==> src/rtl/dec_pkg.sv <==
// Shared decoder definitions: cn_r_ctrl FSM states, CN record layout helpers
// and the default code geometry.
package dec_pkg;

    localparam int MSG_WIDTH   = 8;
    localparam int COL_CNT_WID = 5;
    localparam int N_COL       = 24;
    localparam int ROW_WID     = 4;
    localparam int N_ROW       = 12;
    localparam int ITER_WID    = 5;

    typedef enum logic [2:0] {
        ST_IDLE     = 3'd0,
        ST_RD       = 3'd1,
        ST_LOAD     = 3'd2,
        ST_ISSUE    = 3'd3,
        ST_ITER_END = 3'd4,
        ST_DONE     = 3'd5
    } cn_r_state_e;

    typedef enum logic [2:0] {
        FLD_SGN_VEC  = 3'd0,
        FLD_SIGN_TOT = 3'd1,
        FLD_IDX0     = 3'd2,
        FLD_MIN1     = 3'd3,
        FLD_MIN0     = 3'd4
    } cn_field_e;

    // The record is packed MSB-first as {min0, min1, idx0, sign_tot, sgn_vec}.
    function automatic int cn_rec_width(input int msg_w, input int col_w, input int n_col);
        return 32'sd2 * (msg_w - 32'sd1) + col_w + 32'sd1 + n_col;
    endfunction

    function automatic int cn_fld_lsb(input cn_field_e fld, input int msg_w,
                                      input int col_w, input int n_col);
        int lsb;
        case (fld)
            FLD_SGN_VEC:  lsb = 32'sd0;
            FLD_SIGN_TOT: lsb = n_col;
            FLD_IDX0:     lsb = n_col + 32'sd1;
            FLD_MIN1:     lsb = n_col + 32'sd1 + col_w;
            FLD_MIN0:     lsb = n_col + 32'sd1 + col_w + msg_w - 32'sd1;
            default:      lsb = 32'sd0;
        endcase
        return lsb;
    endfunction

endpackage

==> src/rtl/cn_r_ctrl_rec.sv <==
// Row-record capture for cn_r: latches the CN record on LOAD and presents the
// sign bit of the edge the controller will show next.
module cn_rec_reg #(
    parameter int MSG_WIDTH   = dec_pkg::MSG_WIDTH,
    parameter int COL_CNT_WID = dec_pkg::COL_CNT_WID,
    parameter int N_COL       = dec_pkg::N_COL,
    parameter int REC_WID     = dec_pkg::cn_rec_width(MSG_WIDTH, COL_CNT_WID, N_COL)
) (
    input  logic                   i_clk,
    input  logic                   i_rst_n,
    input  logic                   i_load,
    input  logic [REC_WID-1:0]     i_rec,
    input  logic [COL_CNT_WID-1:0] i_col_nxt,
    output logic [MSG_WIDTH-2:0]   o_min0,
    output logic [MSG_WIDTH-2:0]   o_min1,
    output logic [COL_CNT_WID-1:0] o_idx0,
    output logic                   o_sign_tot,
    output logic                   o_sign
);
    import dec_pkg::*;

    localparam int SEL_WID  = 32'sd1 <<< COL_CNT_WID;
    localparam int LSB_SGN  = cn_fld_lsb(FLD_SGN_VEC,  MSG_WIDTH, COL_CNT_WID, N_COL);
    localparam int LSB_STOT = cn_fld_lsb(FLD_SIGN_TOT, MSG_WIDTH, COL_CNT_WID, N_COL);
    localparam int LSB_IDX0 = cn_fld_lsb(FLD_IDX0,     MSG_WIDTH, COL_CNT_WID, N_COL);
    localparam int LSB_MIN1 = cn_fld_lsb(FLD_MIN1,     MSG_WIDTH, COL_CNT_WID, N_COL);
    localparam int LSB_MIN0 = cn_fld_lsb(FLD_MIN0,     MSG_WIDTH, COL_CNT_WID, N_COL);

    logic [MSG_WIDTH-2:0]   min0_r;
    logic [MSG_WIDTH-2:0]   min1_r;
    logic [COL_CNT_WID-1:0] idx0_r;
    logic                   sign_tot_r;
    logic                   sign_r;
    logic [N_COL-1:0]       sgn_vec_r;
    logic [N_COL-1:0]       sgn_src_s;
    logic [SEL_WID-1:0]     sgn_pad_s;

    // Sign source: the incoming vector on the load edge, so edge 0 is ready on the first issue cycle.
    always_comb begin
        sgn_src_s = sgn_vec_r;
        if (i_load) begin
            sgn_src_s = i_rec[LSB_SGN +: N_COL];
        end else begin
            sgn_src_s = sgn_vec_r;
        end
        sgn_pad_s = '0;
        sgn_pad_s[N_COL-1:0] = sgn_src_s;
    end

    // Record capture and registered per-edge sign select.
    always_ff @(posedge i_clk or negedge i_rst_n) begin
        if (!i_rst_n) begin
            min0_r     <= '0;
            min1_r     <= '0;
            idx0_r     <= '0;
            sign_tot_r <= 1'b0;
            sgn_vec_r  <= '0;
            sign_r     <= 1'b0;
        end else begin
            if (i_load) begin
                min0_r     <= i_rec[LSB_MIN0 +: MSG_WIDTH-1];
                min1_r     <= i_rec[LSB_MIN1 +: MSG_WIDTH-1];
                idx0_r     <= i_rec[LSB_IDX0 +: COL_CNT_WID];
                sign_tot_r <= i_rec[LSB_STOT];
                sgn_vec_r  <= i_rec[LSB_SGN +: N_COL];
            end
            sign_r <= sgn_pad_s[i_col_nxt];
        end
    end

    assign o_min0     = min0_r;
    assign o_min1     = min1_r;
    assign o_idx0     = idx0_r;
    assign o_sign_tot = sign_tot_r;
    assign o_sign     = sign_r;

endmodule

==> src/rtl/cn_r_ctrl.sv <==
// CN-recover sequencer: walks every row once per iteration, loads the CN record
// and steps the edge counter so cn_r emits one c2v message per accepted cycle.
module cn_r_ctrl #(
    parameter int MSG_WIDTH   = dec_pkg::MSG_WIDTH,
    parameter int COL_CNT_WID = dec_pkg::COL_CNT_WID,
    parameter int N_COL       = dec_pkg::N_COL,
    parameter int ROW_WID     = dec_pkg::ROW_WID,
    parameter int N_ROW       = dec_pkg::N_ROW,
    parameter int ITER_WID    = dec_pkg::ITER_WID
) (
    input  logic                                           i_clk,
    input  logic                                           i_rst_n,
    input  logic                                           i_start,
    input  logic [ITER_WID-1:0]                            i_max_iter,
    input  logic                                           i_early_stop,
    output logic                                           o_busy,
    output logic                                           o_done,
    output logic [ITER_WID-1:0]                            o_iter_cnt,
    output logic                                           o_cn_rd_en,
    output logic [ROW_WID-1:0]                             o_cn_rd_addr,
    input  logic [2*(MSG_WIDTH-1)+COL_CNT_WID+1+N_COL-1:0] i_cn_rd_data,
    output logic [MSG_WIDTH-2:0]                           o_v2c_abs_0,
    output logic [MSG_WIDTH-2:0]                           o_v2c_abs_1,
    output logic [COL_CNT_WID-1:0]                         o_idx_0,
    output logic                                           o_v2c_sign,
    output logic                                           o_v2c_sign_tot,
    output logic [COL_CNT_WID-1:0]                         o_col_cnt,
    output logic                                           o_is_first_iter,
    output logic                                           o_cn_r_vld,
    input  logic                                           i_ds_rdy
);
    import dec_pkg::*;

    localparam int REC_WID = cn_rec_width(MSG_WIDTH, COL_CNT_WID, N_COL);
    localparam logic [COL_CNT_WID-1:0] COL_LAST = COL_CNT_WID'(N_COL - 32'sd1);
    localparam logic [ROW_WID-1:0]     ROW_LAST = ROW_WID'(N_ROW - 32'sd1);

    cn_r_state_e           state_r;
    cn_r_state_e           state_nxt_s;
    logic [ROW_WID-1:0]    row_r;
    logic [ROW_WID-1:0]    row_nxt_s;
    logic [COL_CNT_WID-1:0] col_r;
    logic [COL_CNT_WID-1:0] col_nxt_s;
    logic [ITER_WID-1:0]   iter_r;
    logic [ITER_WID-1:0]   iter_nxt_s;
    logic [ITER_WID-1:0]   iter_inc_s;
    logic [ITER_WID-1:0]   limit_r;
    logic [ITER_WID-1:0]   limit_nxt_s;
    logic                  busy_r;
    logic                  done_r;
    logic                  rd_en_r;
    logic                  vld_r;
    logic                  first_r;
    logic                  busy_nxt_s;
    logic                  accept_s;
    logic                  stop_s;
    logic                  load_s;

    assign accept_s   = vld_r & i_ds_rdy;
    assign iter_inc_s = iter_r + ITER_WID'(1'b1);
    assign stop_s     = i_early_stop | (iter_inc_s == limit_r);
    assign load_s     = (state_r == ST_LOAD);

    // Next-state and counter update logic.
    always_comb begin
        state_nxt_s = state_r;
        row_nxt_s   = row_r;
        col_nxt_s   = col_r;
        iter_nxt_s  = iter_r;
        limit_nxt_s = limit_r;
        case (state_r)
            ST_IDLE: begin
                if (i_start) begin
                    state_nxt_s = ST_RD;
                    row_nxt_s   = '0;
                    col_nxt_s   = '0;
                    iter_nxt_s  = '0;
                    limit_nxt_s = (i_max_iter == '0) ? ITER_WID'(1'b1) : i_max_iter;
                end else begin
                    state_nxt_s = ST_IDLE;
                end
            end
            ST_RD: begin
                state_nxt_s = ST_LOAD;
            end
            ST_LOAD: begin
                col_nxt_s   = '0;
                state_nxt_s = ST_ISSUE;
            end
            ST_ISSUE: begin
                if (accept_s) begin
                    if (col_r == COL_LAST) begin
                        col_nxt_s = '0;
                        if (row_r == ROW_LAST) begin
                            state_nxt_s = ST_ITER_END;
                        end else begin
                            row_nxt_s   = row_r + ROW_WID'(1'b1);
                            state_nxt_s = ST_RD;
                        end
                    end else begin
                        col_nxt_s = col_r + COL_CNT_WID'(1'b1);
                    end
                end else begin
                    state_nxt_s = ST_ISSUE;
                end
            end
            ST_ITER_END: begin
                iter_nxt_s = iter_inc_s;
                if (stop_s) begin
                    state_nxt_s = ST_DONE;
                end else begin
                    row_nxt_s   = '0;
                    state_nxt_s = ST_RD;
                end
            end
            ST_DONE: begin
                state_nxt_s = ST_IDLE;
            end
            default: begin
                state_nxt_s = ST_IDLE;
            end
        endcase
        busy_nxt_s = (state_nxt_s inside {ST_RD, ST_LOAD, ST_ISSUE, ST_ITER_END});
    end

    // State, counters and output strobes, all registered from the next-state view.
    always_ff @(posedge i_clk or negedge i_rst_n) begin
        if (!i_rst_n) begin
            state_r <= ST_IDLE;
            row_r   <= '0;
            col_r   <= '0;
            iter_r  <= '0;
            limit_r <= '0;
            busy_r  <= 1'b0;
            done_r  <= 1'b0;
            rd_en_r <= 1'b0;
            vld_r   <= 1'b0;
            first_r <= 1'b0;
        end else begin
            state_r <= state_nxt_s;
            row_r   <= row_nxt_s;
            col_r   <= col_nxt_s;
            iter_r  <= iter_nxt_s;
            limit_r <= limit_nxt_s;
            busy_r  <= busy_nxt_s;
            done_r  <= (state_nxt_s == ST_DONE);
            rd_en_r <= (state_nxt_s == ST_RD);
            vld_r   <= (state_nxt_s == ST_ISSUE);
            first_r <= busy_nxt_s & (iter_nxt_s == '0);
        end
    end

    cn_rec_reg #(
        .MSG_WIDTH   (MSG_WIDTH),
        .COL_CNT_WID (COL_CNT_WID),
        .N_COL       (N_COL),
        .REC_WID     (REC_WID)
    ) u_rec (
        .i_clk      (i_clk),
        .i_rst_n    (i_rst_n),
        .i_load     (load_s),
        .i_rec      (i_cn_rd_data),
        .i_col_nxt  (col_nxt_s),
        .o_min0     (o_v2c_abs_0),
        .o_min1     (o_v2c_abs_1),
        .o_idx0     (o_idx_0),
        .o_sign_tot (o_v2c_sign_tot),
        .o_sign     (o_v2c_sign)
    );

    assign o_busy          = busy_r;
    assign o_done          = done_r;
    assign o_iter_cnt      = iter_r;
    assign o_cn_rd_en      = rd_en_r;
    assign o_cn_rd_addr    = row_r;
    assign o_col_cnt       = col_r;
    assign o_is_first_iter = first_r;
    assign o_cn_r_vld      = vld_r;

endmodule

==> config.mk <==
export PLATFORM = sky130hd
export DESIGN_NAME = cn_r_ctrl
export DESIGN_NICKNAME = d
export VERILOG_FILES = /design/src/rtl/dec_pkg.sv /design/src/rtl/cn_r_ctrl_rec.sv /design/src/rtl/cn_r_ctrl.sv
export SDC_FILE = /design/constraint.sdc
export NUM_CORES = 1
export LEC_CHECK = 0
export ABC_AREA = 1
export CORE_UTILIZATION = 34
export CTS_CLUSTER_SIZE = 40
export DETAILED_ROUTE_END_ITERATION = 16
export SLEW_MARGIN = 10
export SYNTH_ARGS = -nofsm -noshare
export SYNTH_HDL_FRONTEND = slang
export SYNTH_HIERARCHICAL = 1
export SYNTH_SLANG_ARGS = --single-unit
==> constraint.sdc <==
create_clock -name i_clk -period 4.4 [get_ports i_clk]
set_clock_uncertainty 0.1 [all_clocks]
set_input_delay 0.88 -clock i_clk [delete_from_list [all_inputs] [get_ports i_clk]]
set_output_delay 0.88 -clock i_clk [all_outputs]
set_load 0.1 [all_outputs]
# Word level (Yosys, flattened, before mapping)
# Index checks and enable logic that the tools add are counted.
dict set report totals {
  reg_bits 72
  input_bits 54
  out_inout_bits 40
  elab_cells 69
}
dict set report op_classes {
  n_addsub 3
  magnitude_cmp 1
  eq_ne 17
  muxes 22
  n_bitwise 3
  reduce_logical 7
}
# operator count
set ops {}
lappend ops {{$mux W5} 5}
lappend ops {{$mux W24} 1}
lappend ops {{$mux W4} 5}
lappend ops {{$pmux W3 S5} 1}
lappend ops {{$pmux W5 S3} 1}
lappend ops {{$eq A3 B2 Y1 const B} 4}
lappend ops {{$mux W3} 4}
lappend ops {{$pmux W4 S3} 1}
lappend ops {{$add A5 B1 Y5 const B} 2}
lappend ops {{$logic_not A5 Y1} 2}
lappend ops {{$ne A2 B2 Y1 const B} 5}
lappend ops {{$pmux W5 S2} 1}
lappend ops {{$eq A3 B3 Y1 const B} 3}
lappend ops {{$eq A3 B1 Y1 const B} 2}
lappend ops {{$lt A5 B6 Y1 const B} 1}
lappend ops {{$reduce_and A6 Y1} 1}
lappend ops {{$bmux W1 S5} 1}
lappend ops {{$eq A5 B5 Y1} 1}
lappend ops {{$eq A5 B5 Y1 const B} 1}
lappend ops {{$add A4 B1 Y4 const B} 1}
lappend ops {{$eq A4 B4 Y1 const B} 1}
lappend ops {{$reduce_bool A4 Y1} 1}
lappend ops {{$logic_not A3 Y1} 1}
lappend ops {{$reduce_bool A3 Y1} 1}
lappend ops {{4 further kinds} 6}

# Depth between registers and ports, before layout
# Gate-level depths: netlist (run 1).
dict set report depth {
  word_depth 8
  ltp_mapped 17
  depth_no_buf 16
}

# Hierarchy
# The synthesis (run 1) kept the hierarchy.
# mod instances cells_per_inst area_each_um2 seq_area_each_um2
set by_module_without_submodules {}
lappend by_module_without_submodules {cn_rec_reg 1 240 2038.2 1126.1}
lappend by_module_without_submodules {cn_r_ctrl 1 193 1495.2 675.6}

# Worst setup path before layout (run 1)
# OpenSTA, ideal clock, no wires.
dict set report synth_timing {
  path_kind {register -> register}
  start {register col_r[0], in the netlist o_col_cnt[0]}
  end {register u_rec.sign_r, in the netlist u_rec/o_sign}
  setup_time_ps 116
  t_arrival_ps 2572
  required_ps 4184
  setup_slack_ps 1612
  path_stages_with_launch 18
  path_buffers 1
  period_less_slack_ps 2788
  cell_sequence {dfrtp_1 -> ha_1 -> nand2_1 -> nor2_1 -> inv_1 -> nand2_1 -> inv_1 -> nand2_1 -> mux2i_1 -> inv_1 -> buf_4 -> nand3_1 -> nand3_1 -> nand3_1 -> nand3b_1 -> nand2_1 -> nand2_1 -> nand2_1}
}
dict set report synth_between {
  elab_chain_len 6
  word_cells_on_any_way 8
  classes_between {add/sub: 1; eq/ne: 1; mux: 6}
}
# element line
set synth_lines {}
lappend synth_lines {{from (decl)} cn_r_ctrl.sv:42} ;# logic [COL_CNT_WID-1:0] col_r;
lappend synth_lines {{from (signal assigned)} cn_r_ctrl.sv:142} ;# col_r <= col_nxt_s;
lappend synth_lines {{$add A5 B1 Y5 or $eq A5 B5 Y1 (tied branches)} {cn_r_ctrl.sv:101, cn_r_ctrl.sv:92}}
lappend synth_lines {{$mux W5} cn_r_ctrl.sv:92} ;# if (col_r == COL_LAST) begin
lappend synth_lines {{$mux W5} cn_r_ctrl.sv:91} ;# if (accept_s) begin
lappend synth_lines {{$pmux W5 S3 (*)} cn_r_ctrl.sv:71} ;# case (state_r)
lappend synth_lines {{net col_nxt_s[0]} cn_r_ctrl.sv:43} ;# logic [COL_CNT_WID-1:0] col_nxt_s;
lappend synth_lines {{$bmux W1 S5 (*)} cn_r_ctrl_rec.sv:67} ;# sign_r <= sgn_pad_s[i_col_nxt];
lappend synth_lines {{$mux W1 (implied by the code) (*)} cn_r_ctrl_rec.sv:67}
lappend synth_lines {{to (signal assigned)} cn_r_ctrl_rec.sv:67}
lappend synth_lines {{to (decl)} cn_r_ctrl_rec.sv:33} ;# logic sign_r;
# The timed path passes the listed nets; every way through them passes the cells marked *. The select of a mux whose other input is x is not followed.
# A chain may end at the register's enable or synchronous reset.

# Final worst setup path (run 1)
dict set report layout_timing {
  start {register iter_r[0], in the netlist o_iter_cnt[0]}
  end {output o_iter_cnt[0]}
}
# element line
set layout_lines {}
lappend layout_lines {{from (decl)} cn_r_ctrl.sv:44} ;# logic [ITER_WID-1:0] iter_r;
lappend layout_lines {{from (signal assigned)} cn_r_ctrl.sv:143} ;# iter_r <= iter_nxt_s;
lappend layout_lines {{to (decl)} cn_r_ctrl.sv:18} ;# output logic [ITER_WID-1:0] o_iter_cnt,
# No word-level cell between the ends.

==> results.py, run 1 <==
metrics = {
    "power_and_ir_drop": {
        "p_sw_share_pct": 54.30,
        "p_comb_share_pct": 59.6,
        "power.switching_mw": 2.206,
        "intPower_mw": 1.857,
        "pwr-share-clk_pct": 13.1,
        "peakVddDrop_v": 0.0005920,
        "power_frac_seq_pct": 27.3,
        "leakagePower_nw": 2.331,
        "p_per_area_mw_per_mm2": 855.1,
    },
    "run_status": {
        "outcome": "completed",
    },
    "synth": {
        "synthTopCellsByArea": "dfrtp_1 (51%), nand2_1 (18%), nand3_1 (7.4%), inv_1 (3.7%), nand2_2 (3.2%)",
        "yosysTopAreaCellShare_pct": 50.99,
        "yosys_warnings": 6,
        "async_flop_share_pct": 100.0,
        "synth_seq_area_share_pct": 50.99,
        "synth-seq-cells": 72,
        "yosysUniqueCellTypes": 39,
        "synth-edff-count": 0,
        "yosysTopAreaCell": "dfrtp_1",
        "synth_nets": 490,
        "synth_ff_type": "dfrtp_1",
        "netlist_area_mm2": 0.003533,
        "syn_avg_cell_area_um2": 8.160,
        "syn-instance-count": 433,
    },
    "layout": {
        "drive_above_1_share_pct": 9.738,
        "layout_common_cells": "nand2_1 (170), clkdlybuf4s50_1 (92), dfrtp_1 (72), nand3_1 (52), inv_1 (35)",
        "final_common_cell": "nand2_1",
        "syn2layout_area_growth_pct": 34.45,
        "fill_cells": 1014,
        "finalNetCount": 586,
        "num_antenna_cells": 0,
        "final_area_mm2": 0.004751,
    },
    "floorplanning": {
        "initial_utilization_pct": 35.66,
        "die-area_mm2": 0.01080,
        "rows": 36,
        "pin_count": 94,
        "coreArea_mm2": 0.009910,
        "die_h_um": 103.9,
        "die_w_um": 103.9,
    },
    "clocking": {
        "clock_latency_ps": 340,
        "cts-buffers-inserted": 9,
        "hold_buffers": 0,
        "cts_tree": "built",
        "cts_resized": 0,
        "htreeDepth": 3,
        "clk_pin_slew_ps": 80,
        "clk_path_buf_depth": 2,
        "cts_sinks": 72,
        "post_cts_buffers": 0,
        "cts-root-buf": "clkbuf_8",
    },
    "timing": {
        "finalCriticalPeriod_ps": 3012,
        "finalCritPeriodShare_pct": 68.45,
        "relSlewSlack_pct": 33.15,
        "tightest_slew_ps": 999.6,
        "setup_viol": 0,
        "finalHoldViolCount": 0,
        "holdWs_ps": 371.9,
        "rsz0062_at_grt": "false",
        "fin_setup_tns_ps": 0,
        "timing.fmax_ghz": 0.3320,
        "finalMaxSlewViolations": 0,
    },
    "worst_setup_path": {
        "cp_data_arrival_time_ps": 2030,
        "rr_worst_depth": 17,
        "cpMaxStageDelayCell": "clkdlybuf4s50_1",
        "startpoint_type": "register",
        "reg2reg_to": "u_rec/o_sign",
        "cp_cell_sequence": "clkdlybuf4s50_1",
        "reg2reg_slack_ps": 1890,
        "crit_path_max_incr_delay_ps": 1190,
        "critPathBufInv": 1,
        "end_kind": "output port",
        "worstSetupPathType": "reg2out",
        "worst-path-max-fanout": 8,
        "reg2reg_from": "o_col_cnt[0]",
        "cp_data_required_time_ps": 3420,
        "critical_path.top_delay_family": "buffers and inverters",
    },
    "worst_hold_path": {
        "hp-start": "u_rec/sgn_vec_r[13]",
        "hold_path_end": "u_rec/sgn_vec_r[13]",
        "whs_path_depth": 2,
        "hp-class": "reg2reg",
    },
    "routing": {
        "drc_errors": 0,
        "routed_via_density": 4.598,
        "ant_nets": 0,
        "firstDrtPassIters": 4,
        "vias": 3067,
        "drtIter0Drc": 65,
        "wirelength_mm": 8.138,
        "routedWlPerCell_um": 12.20,
    },
    "grt": {
        "antenna_found_initial": 0,
        "grt_pass1_wl_mm": 14.15,
        "grt_pass1_vias": 2993,
        "grt.total_usage_pct": 16.09,
        "gr-total-overflow": 0,
        "grt_max_degree": 50,
    },
    "flow_run": {
        "cap_violations": 0,
    },
    "placed_design": {
        "postPlaceCellArea_mm2": 0.004552,
        "gp_congestion": 0.8496,
        "io_buffers": 93,
        "dp_hpwl_mm": 5.959,
    },
}
-- routing by layer --
| layer | track usage (%) | part of all wire [%] | vias to the layer above |
|---|---|---|---|
| li1 | - | - | 1563 |
| met1 | 21.60 | 47 | 1424 |
| met2 | 25.90 | 47 | 70 |
| met3 | 3.697 | 5.0 | 10 |
| met4 | 4.694 | 1.1 | 0 |
| met5 | 0 | 0 | - |
-- synthesized netlist by cell type (3+ instances only) --
| cell type | count |
|---|---|
| nand2_4 | 3 |
| nor2_1 | 18 |
| clkbuf_1 | 4 |
| nor3_4 | 3 |
| nand2_1 | 170 |
| buf_6 | 3 |
| nand4_1 | 3 |
| inv_1 | 35 |
| inv_2 | 5 |
| dfrtp_1 | 72 |
| ha_1 | 3 |
| a21oi_1 | 4 |
| o211ai_1 | 3 |
| nand2_2 | 18 |
| o21ai_0 | 11 |
| nand3_1 | 52 |
-- registers in the layout, summed over array words and instances, names as in the netlist, 3 cells and up --
signal and count:
u_rec/o_idx0 5, u_rec/o_min1 7, u_rec/sgn_vec_r 24, o_cn_rd_addr 4, o_col_cnt 5, state_r 3
u_rec/o_min0 7, o_iter_cnt 5, limit_r 5
-- final cells by class --
type                            instances  area (um^2)  area share (%)
Multi-Input combinational cell        308         1468           30.89
Timing Repair Buffer                   96        948.4           19.96
Tap cell                              133        166.4           3.503
Inverter                               42        167.7           3.529
Clock inverter                          3        40.04          0.8428
Clock buffer                           13        158.9           3.345
Sequential cell                        72         1802           37.92
-- cell families (layout without fill, tap and decap cells) --
family	count (synthesis)	in the layout	share of synthesized area, %
mux	1	1	0.2833
fa+ha+maj	3	3	1.062
flops	72	72	50.99
buf+inv	53	154	7.472
xor+xnor	2	2	0.4958
compound gates	26	26	4.568
simple gates	276	276	35.13
-- tightest hold or removal path: stages (launching register included) --
cell and delay (ps):
dfrtp_1 330, nand2_1 60, nand2_1 60
-- power by group through the flow --
stage               Sequential (mW)  Clock (mW)  Combinational [mW]
floorplan                      2.13           0               0.894
global placement               1.12           0                2.41
detailed placement             1.12           0                2.44
CTS                            1.11       0.546                2.44
global route                   1.15       0.576                2.61
finish                         1.11       0.530                2.42
-- worst max-delay path by stage --
stage / startpoint / to / cells after the start
after global placement: i_start / u_rec/o_sign / 15
after floorplan: o_col_cnt[0] / u_rec/o_sign / 17
after detailed placement: i_start / u_rec/o_sign / 15
final: o_iter_cnt[0] / o_iter_cnt[0] / 1
after CTS: o_iter_cnt[0] / o_iter_cnt[0] / 1
after global routing: o_iter_cnt[0] / o_iter_cnt[0] / 1
-- metrics by stage --
step | utilization (%) | power [mW] | cells | worst slack [ps]
6_report | 47.94 | 4.062 | 667 | 1388
5_1_grt | 47.94 | 4.338 | 667 | 1298
4_1_cts | 47.94 | 4.100 | 667 | 1366
3_5_place_dp | 45.93 | 3.558 | 651 | 1212
3_3_place_gp | 45.93 | 3.522 | 651 | 1334
2_1_floorplan | - | 3.021 | 433 | 1612
(Power assumes the default switching activity.)
==> run 2, diff against run 1 <==
- clock period: 4.4 -> 2.42 ns (I/O delays scaled with it)
==> results.py, run 2 (synthesis gave the netlist of run 1 again) <==
metrics = {
    "flow_run": {
        "cap_violations": 0,
    },
    "worst_setup_path": {
        "crit_path_max_incr_delay_ps": 510,
        "reg2reg_to": "u_rec/o_sign",
        "critPathBufInv": 3,
        "startpoint_type": "register",
        "crit_top_cell": "nand2_1",
        "cpMaxStageDelayCell": "dfrtp_4",
        "end_kind": "register",
        "rr_worst_depth": 16,
        "critical_path.top_delay_family": "simple AND/OR/NAND/NOR gates",
        "cp_data_arrival_time_ps": 2370,
        "cp_cell_sequence": "ha_4 -> nand2_2 -> nor2_1 -> inv_1 -> nand2_1 -> inv_1 -> nand2_1 -> mux2i_4 -> buf_6 -> nand3_1 -> nand3_1 -> nand3_1 -> nand3b_1 -> nand2_1 -> nand2_1 -> nand2_1",
        "reg2reg_slack_ps": 180,
        "cp_data_required_time_ps": 2560,
        "worstSetupPathType": "reg2reg",
        "reg2reg_from": "o_col_cnt[1]",
        "worst-path-max-fanout": 7,
    },
    "timing": {
        "setup_viol": 0,
        "finalMaxSlewViolations": 0,
        "worst_slack_ps": 183.2,
        "rsz0062_at_grt": "false",
        "relSlewSlack_pct": 61.17,
        "finalCritPeriodShare_pct": 92.43,
        "finalHoldViolCount": 0,
        "timing.fmax_ghz": 0.4471,
        "fin_setup_tns_ps": 0,
        "finalCriticalPeriod_ps": 2237,
        "tightest_slew_ps": 582.4,
    },
    "routing": {
        "routedWlPerCell_um": 12.27,
        "vias": 3073,
        "wirelength_mm": 8.359,
        "ant_nets": 0,
        "drc_errors": 0,
        "drtIter0Drc": 93,
        "routed_via_density": 4.512,
        "firstDrtPassIters": 4,
    },
    "worst_hold_path": {
        "hp-class": "in2async",
    },
    "clocking": {
        "cts-buffers-inserted": 9,
        "clk_path_buf_depth": 2,
        "clk_pin_slew_ps": 80,
        "htreeDepth": 3,
        "cts_tree": "built",
        "clock_latency_ps": 350,
        "cts-root-buf": "clkbuf_8",
        "cts_sinks": 72,
    },
    "floorplanning": {
        "rows": 36,
        "pin_count": 94,
        "die-area_mm2": 0.01080,
        "die_h_um": 103.9,
        "coreArea_mm2": 0.009910,
        "die_w_um": 103.9,
        "initial_utilization_pct": 35.66,
    },
    "layout": {
        "fin_cells": 681,
        "num_antenna_cells": 0,
        "largest_reg_flops": 24,
        "drive_above_1_share_pct": 21.53,
        "finalNetCount": 600,
        "layout_common_cells": "nand2_1 (169), dfrtp_1 (67), buf_4 (54), nand3_1 (52), clkdlybuf4s50_1 (52)",
        "fill_cells": 1009,
        "syn2layout_area_growth_pct": 36.83,
        "regMostFlops": "u_rec/sgn_vec_r",
        "final_common_cell": "nand2_1",
    },
    "grt": {
        "gr-total-overflow": 0,
        "grt_pass1_wl_mm": 14.26,
        "antenna_found_initial": 0,
        "gr-usage-met1_pct": 21.80,
        "use_met2_pct": 26.76,
        "grt_pass1_vias": 2973,
        "met3_usage_pct": 5.138,
        "grt.total_usage_pct": 16.50,
        "grt_max_degree": 45,
        "busiest_layer": "met2",
    },
    "placed_design": {
        "gp_congestion": 0.8129,
        "dp_hpwl_mm": 6.228,
        "place_inst": 660,
        "pre_cts_ws_ps": -211.9,
        "io_buffers": 93,
    },
    "run_status": {
        "outcome": "completed",
    },
    "power_and_ir_drop": {
        "p_total_mw": 7.497,
        "p_per_area_mw_per_mm2": 1551,
        "peakVddDrop_v": 0.0008539,
        "leakagePower_nw": 2.452,
    },
}
[run 2: cell types whose count changed in the layout (fill, tap and decap cells not counted), moves of 2 or more]
cell             change
buf_12               +2
buf_4               +51
dfrtp_1              -5
clkdlybuf4s50_1     -40
clkbuf_1             -2
clkinvlp_4           +2
dfrtp_4              +2
clkbuf_8             -2
dfrtp_2              +3
clkinv_2             -2
clkinv_4             +3
[run 2: final cells by class]
cell class,instances,area (um^2),share of cell area [%]
Sequential cell,72,1813,37.50
Multi-Input combinational cell,308,1499,31.00
Timing Repair Buffer,110,982.2,20.32
Inverter,42,170.2,3.520
Tap cell,133,166.4,3.442
Clock buffer,9,123.9,2.562
Clock inverter,7,80.08,1.656
[run 2: layer usage]
layer | vias up | share of wire (%) | wire [um]
li1 | 1586 | - | -
met1 | 1403 | 46 | 3819
met2 | 77 | 48 | 4051
met3 | 7 | 5.2 | 433
met4 | 0 | 0.66 | 55
met5 | - | 0 | 0
[run 2: through the flow]
step	hold WS, ps	utilization (%)	cell area [um^2]
global placement	354.1	46.01	4559
global route	45.85	48.79	4835
CTS	29.99	48.07	4763
finish	29.67	48.79	4835
detailed placement	354.3	46.01	4559
floorplan	88.41	-	3551
[run 2: power by group]
| part | switching (mW) | leakage, nW | internal (mW) |
|---|---|---|---|
| sequential | 0.311 | 0.890 | 1.73 |
| combinational | 3.33 | 1.47 | 1.16 |
| clock | 0.490 | 0.0960 | 0.484 |
| total | 4.13 | 2.45 | 3.37 |
[run 2: timing repair]
item	in CTS	in global routing
gates resized for setup	0	10
endpoints found under the setup margin	0	1
hold buffers	0	0
buffers inserted	0	4
hold endpoints to repair	0	0
[run 2: worst max path at each step]
| stage | cells after the start | endpoint | slack [ps] | from |
|---|---|---|---|---|
| after detailed placement | 14 | u_rec/o_sign | -210 | i_start |
| after global routing | 14 | u_rec/o_sign | 0.3 | state_r[0] |
| after floorplan | 11 | state_r[2] | 9 | o_iter_cnt[0] |
| final | 16 | u_rec/o_sign | 180 | o_col_cnt[1] |
| after global placement | 14 | u_rec/o_sign | -120 | i_start |
| after CTS | 16 | u_rec/o_sign | 50 | o_col_cnt[0] |
==> run 3, diff against run 2 <==
- RECOVER_POWER: not set -> 50
- SKIP_CTS_REPAIR_TIMING: not set -> 1
- clock period: 2.42 -> 2.9 ns (I/O delays scaled with it)
==> results.py, run 3 (synthesis gave the netlist of run 1 again) <==
metrics = {
    "layout": {
        "layout_common_cells": "nand2_1 (170), dfrtp_1 (72), nand3_1 (53), clkdlybuf4s50_1 (51), buf_4 (45)",
        "fill_cells": 1012,
        "final_common_cell": "nand2_1",
        "fin_cells": 672,
        "num_antenna_cells": 0,
        "largest_reg_flops": 24,
        "drive_above_1_share_pct": 17.07,
        "finalNetCount": 591,
        "syn2layout_area_growth_pct": 32.47,
        "regMostFlops": "u_rec/sgn_vec_r",
    },
    "worst_setup_path": {
        "crit_path_start": "i_start",
        "worst-path-max-fanout": 11,
        "startpoint_type": "input pin",
        "end_kind": "register",
        "cp_data_arrival_time_ps": 2590,
        "reg2reg_from": "state_r[2]",
        "cp_data_required_time_ps": 3040,
        "worstSetupPathType": "in2reg",
    },
    "floorplanning": {
        "initial_utilization_pct": 35.66,
        "rows": 36,
        "die-area_mm2": 0.01080,
        "die_h_um": 103.9,
        "coreArea_mm2": 0.009910,
        "die_w_um": 103.9,
        "pin_count": 94,
    },
    "run_status": {
        "violations": "capacitance limit, slew limit",
        "outcome": "complete, but fails checks",
    },
    "flow_run": {
        "cap_violations": 1,
    },
    "grt": {
        "grt_max_degree": 45,
        "grt.total_usage_pct": 15.65,
        "antenna_found_initial": 0,
        "grt_pass1_wl_mm": 13.72,
        "gr-total-overflow": 0,
        "grt_pass1_vias": 2912,
    },
    "routing": {
        "routedWlPerCell_um": 12.12,
        "ant_nets": 0,
        "wirelength_mm": 8.147,
        "drtIter0Drc": 126,
        "drc_errors": 0,
        "routed_via_density": 4.576,
        "firstDrtPassIters": 4,
        "vias": 3075,
    },
    "power_and_ir_drop": {
        "p_per_area_mw_per_mm2": 1321,
        "leakagePower_nw": 2.407,
        "peakVddDrop_v": 0.0008129,
    },
    "clocking": {
        "cts-buffers-inserted": 9,
        "cts_tree": "built",
        "cts_sinks": 72,
        "clk_pin_slew_ps": 80,
        "cts-root-buf": "clkbuf_8",
        "htreeDepth": 3,
        "clk_path_buf_depth": 2,
        "clock_latency_ps": 340,
    },
    "timing": {
        "finalHoldViolCount": 0,
        "setup_viol": 0,
        "finalCritPeriodShare_pct": 84.74,
        "rsz0062_at_grt": "false",
        "holdWs_ps": 372.0,
        "timing.fmax_ghz": 0.4069,
        "tightest_slew_ps": 2122,
        "finalCriticalPeriod_ps": 2458,
        "relSlewSlack_pct": -41.44,
        "finalMaxSlewViolations": 41,
        "fin_setup_tns_ps": 0,
    },
    "worst_hold_path": {
        "hp-class": "reg2reg",
        "hp-start": "u_rec/sgn_vec_r[13]",
    },
    "placed_design": {
        "dp_hpwl_mm": 6.160,
        "io_buffers": 93,
        "gp_congestion": 0.8281,
        "place_inst": 656,
    },
}
[run 3: changes by cell type in the layout (fill, tap and decap cells not counted), sizes merged]
cell	delta
buf	-13
bufinv	+1
dlygate4sd3	+1
clkinvlp	-1
clkdlybuf4s50	-1
clkbuf	+4
[run 3: worst paths after layout]
| check | endpoint | slack, ps | depth (start not counted) |
|---|---|---|---|
| max in group asynchronous | u_rec/sgn_vec_r[23] | 720 | 2 |
| min | u_rec/sgn_vec_r[13] | 370 | 2 |
| min in group asynchronous | limit_r[4] | 740 | 1 |
| max | u_rec/o_sign | 440 | 14 |
| min reg2reg | u_rec/sgn_vec_r[13] | 370 | 2 |
| max reg2reg | u_rec/o_sign | 530 | 12 |
[run 3: report_power, final]
| group | switching, mW | internal [mW] |
|---|---|---|
| combinational | 2.74 | 0.873 |
| sequential | 0.253 | 1.44 |
| clock | 0.392 | 0.486 |
[run 3: through the flow]
step | power [mW] | instance area (um^2) | utilization (%) | setup slack, ps
floorplan | 4.584 | 3533 | - | 111.7
global placement | 5.295 | 4489 | 45.30 | 282.7
detailed placement | 5.351 | 4489 | 45.30 | 166.1
CTS | 6.240 | 4708 | 47.51 | 532.5
global route | 6.564 | 4681 | 47.23 | 238.4
finish | 6.183 | 4681 | 47.23 | 442.4
[run 3: cell type report]
cell class                 count  area, um^2  area share, %
clock buffer                   9       123.9          2.646
multi-input combinational    308        1451          31.01
tap                          133       166.4          3.555
sequential                    72        1802          38.49
timing repair buffer         101       874.6          18.68
inverter                      42       167.7          3.582
clock inverter                 7       95.09          2.032
[run 3: per-layer routing]
| metal | up-vias | track usage (%) | part of all wire [%] |
|---|---|---|---|
| li1 | 1569 | - | - |
| met1 | 1420 | 20.60 | 47 |
| met2 | 79 | 25.90 | 48 |
| met3 | 7 | 3.634 | 4.7 |
| met4 | 0 | 3.980 | 0.41 |
| met5 | - | 0 | 0 |
[run 3: worst max-delay path: stages]
cell and delay [ps]:
dlygate4sd3_1 530, inv_1 60, nand3_1 100, nand2_1 100, a21oi_1 210, mux2i_1 130, inv_1 290, nand3_1 130
nand3_1 120, nand3_1 90, nand3b_1 90, nand2_1 60, nand2_1 60, nand2_1 40
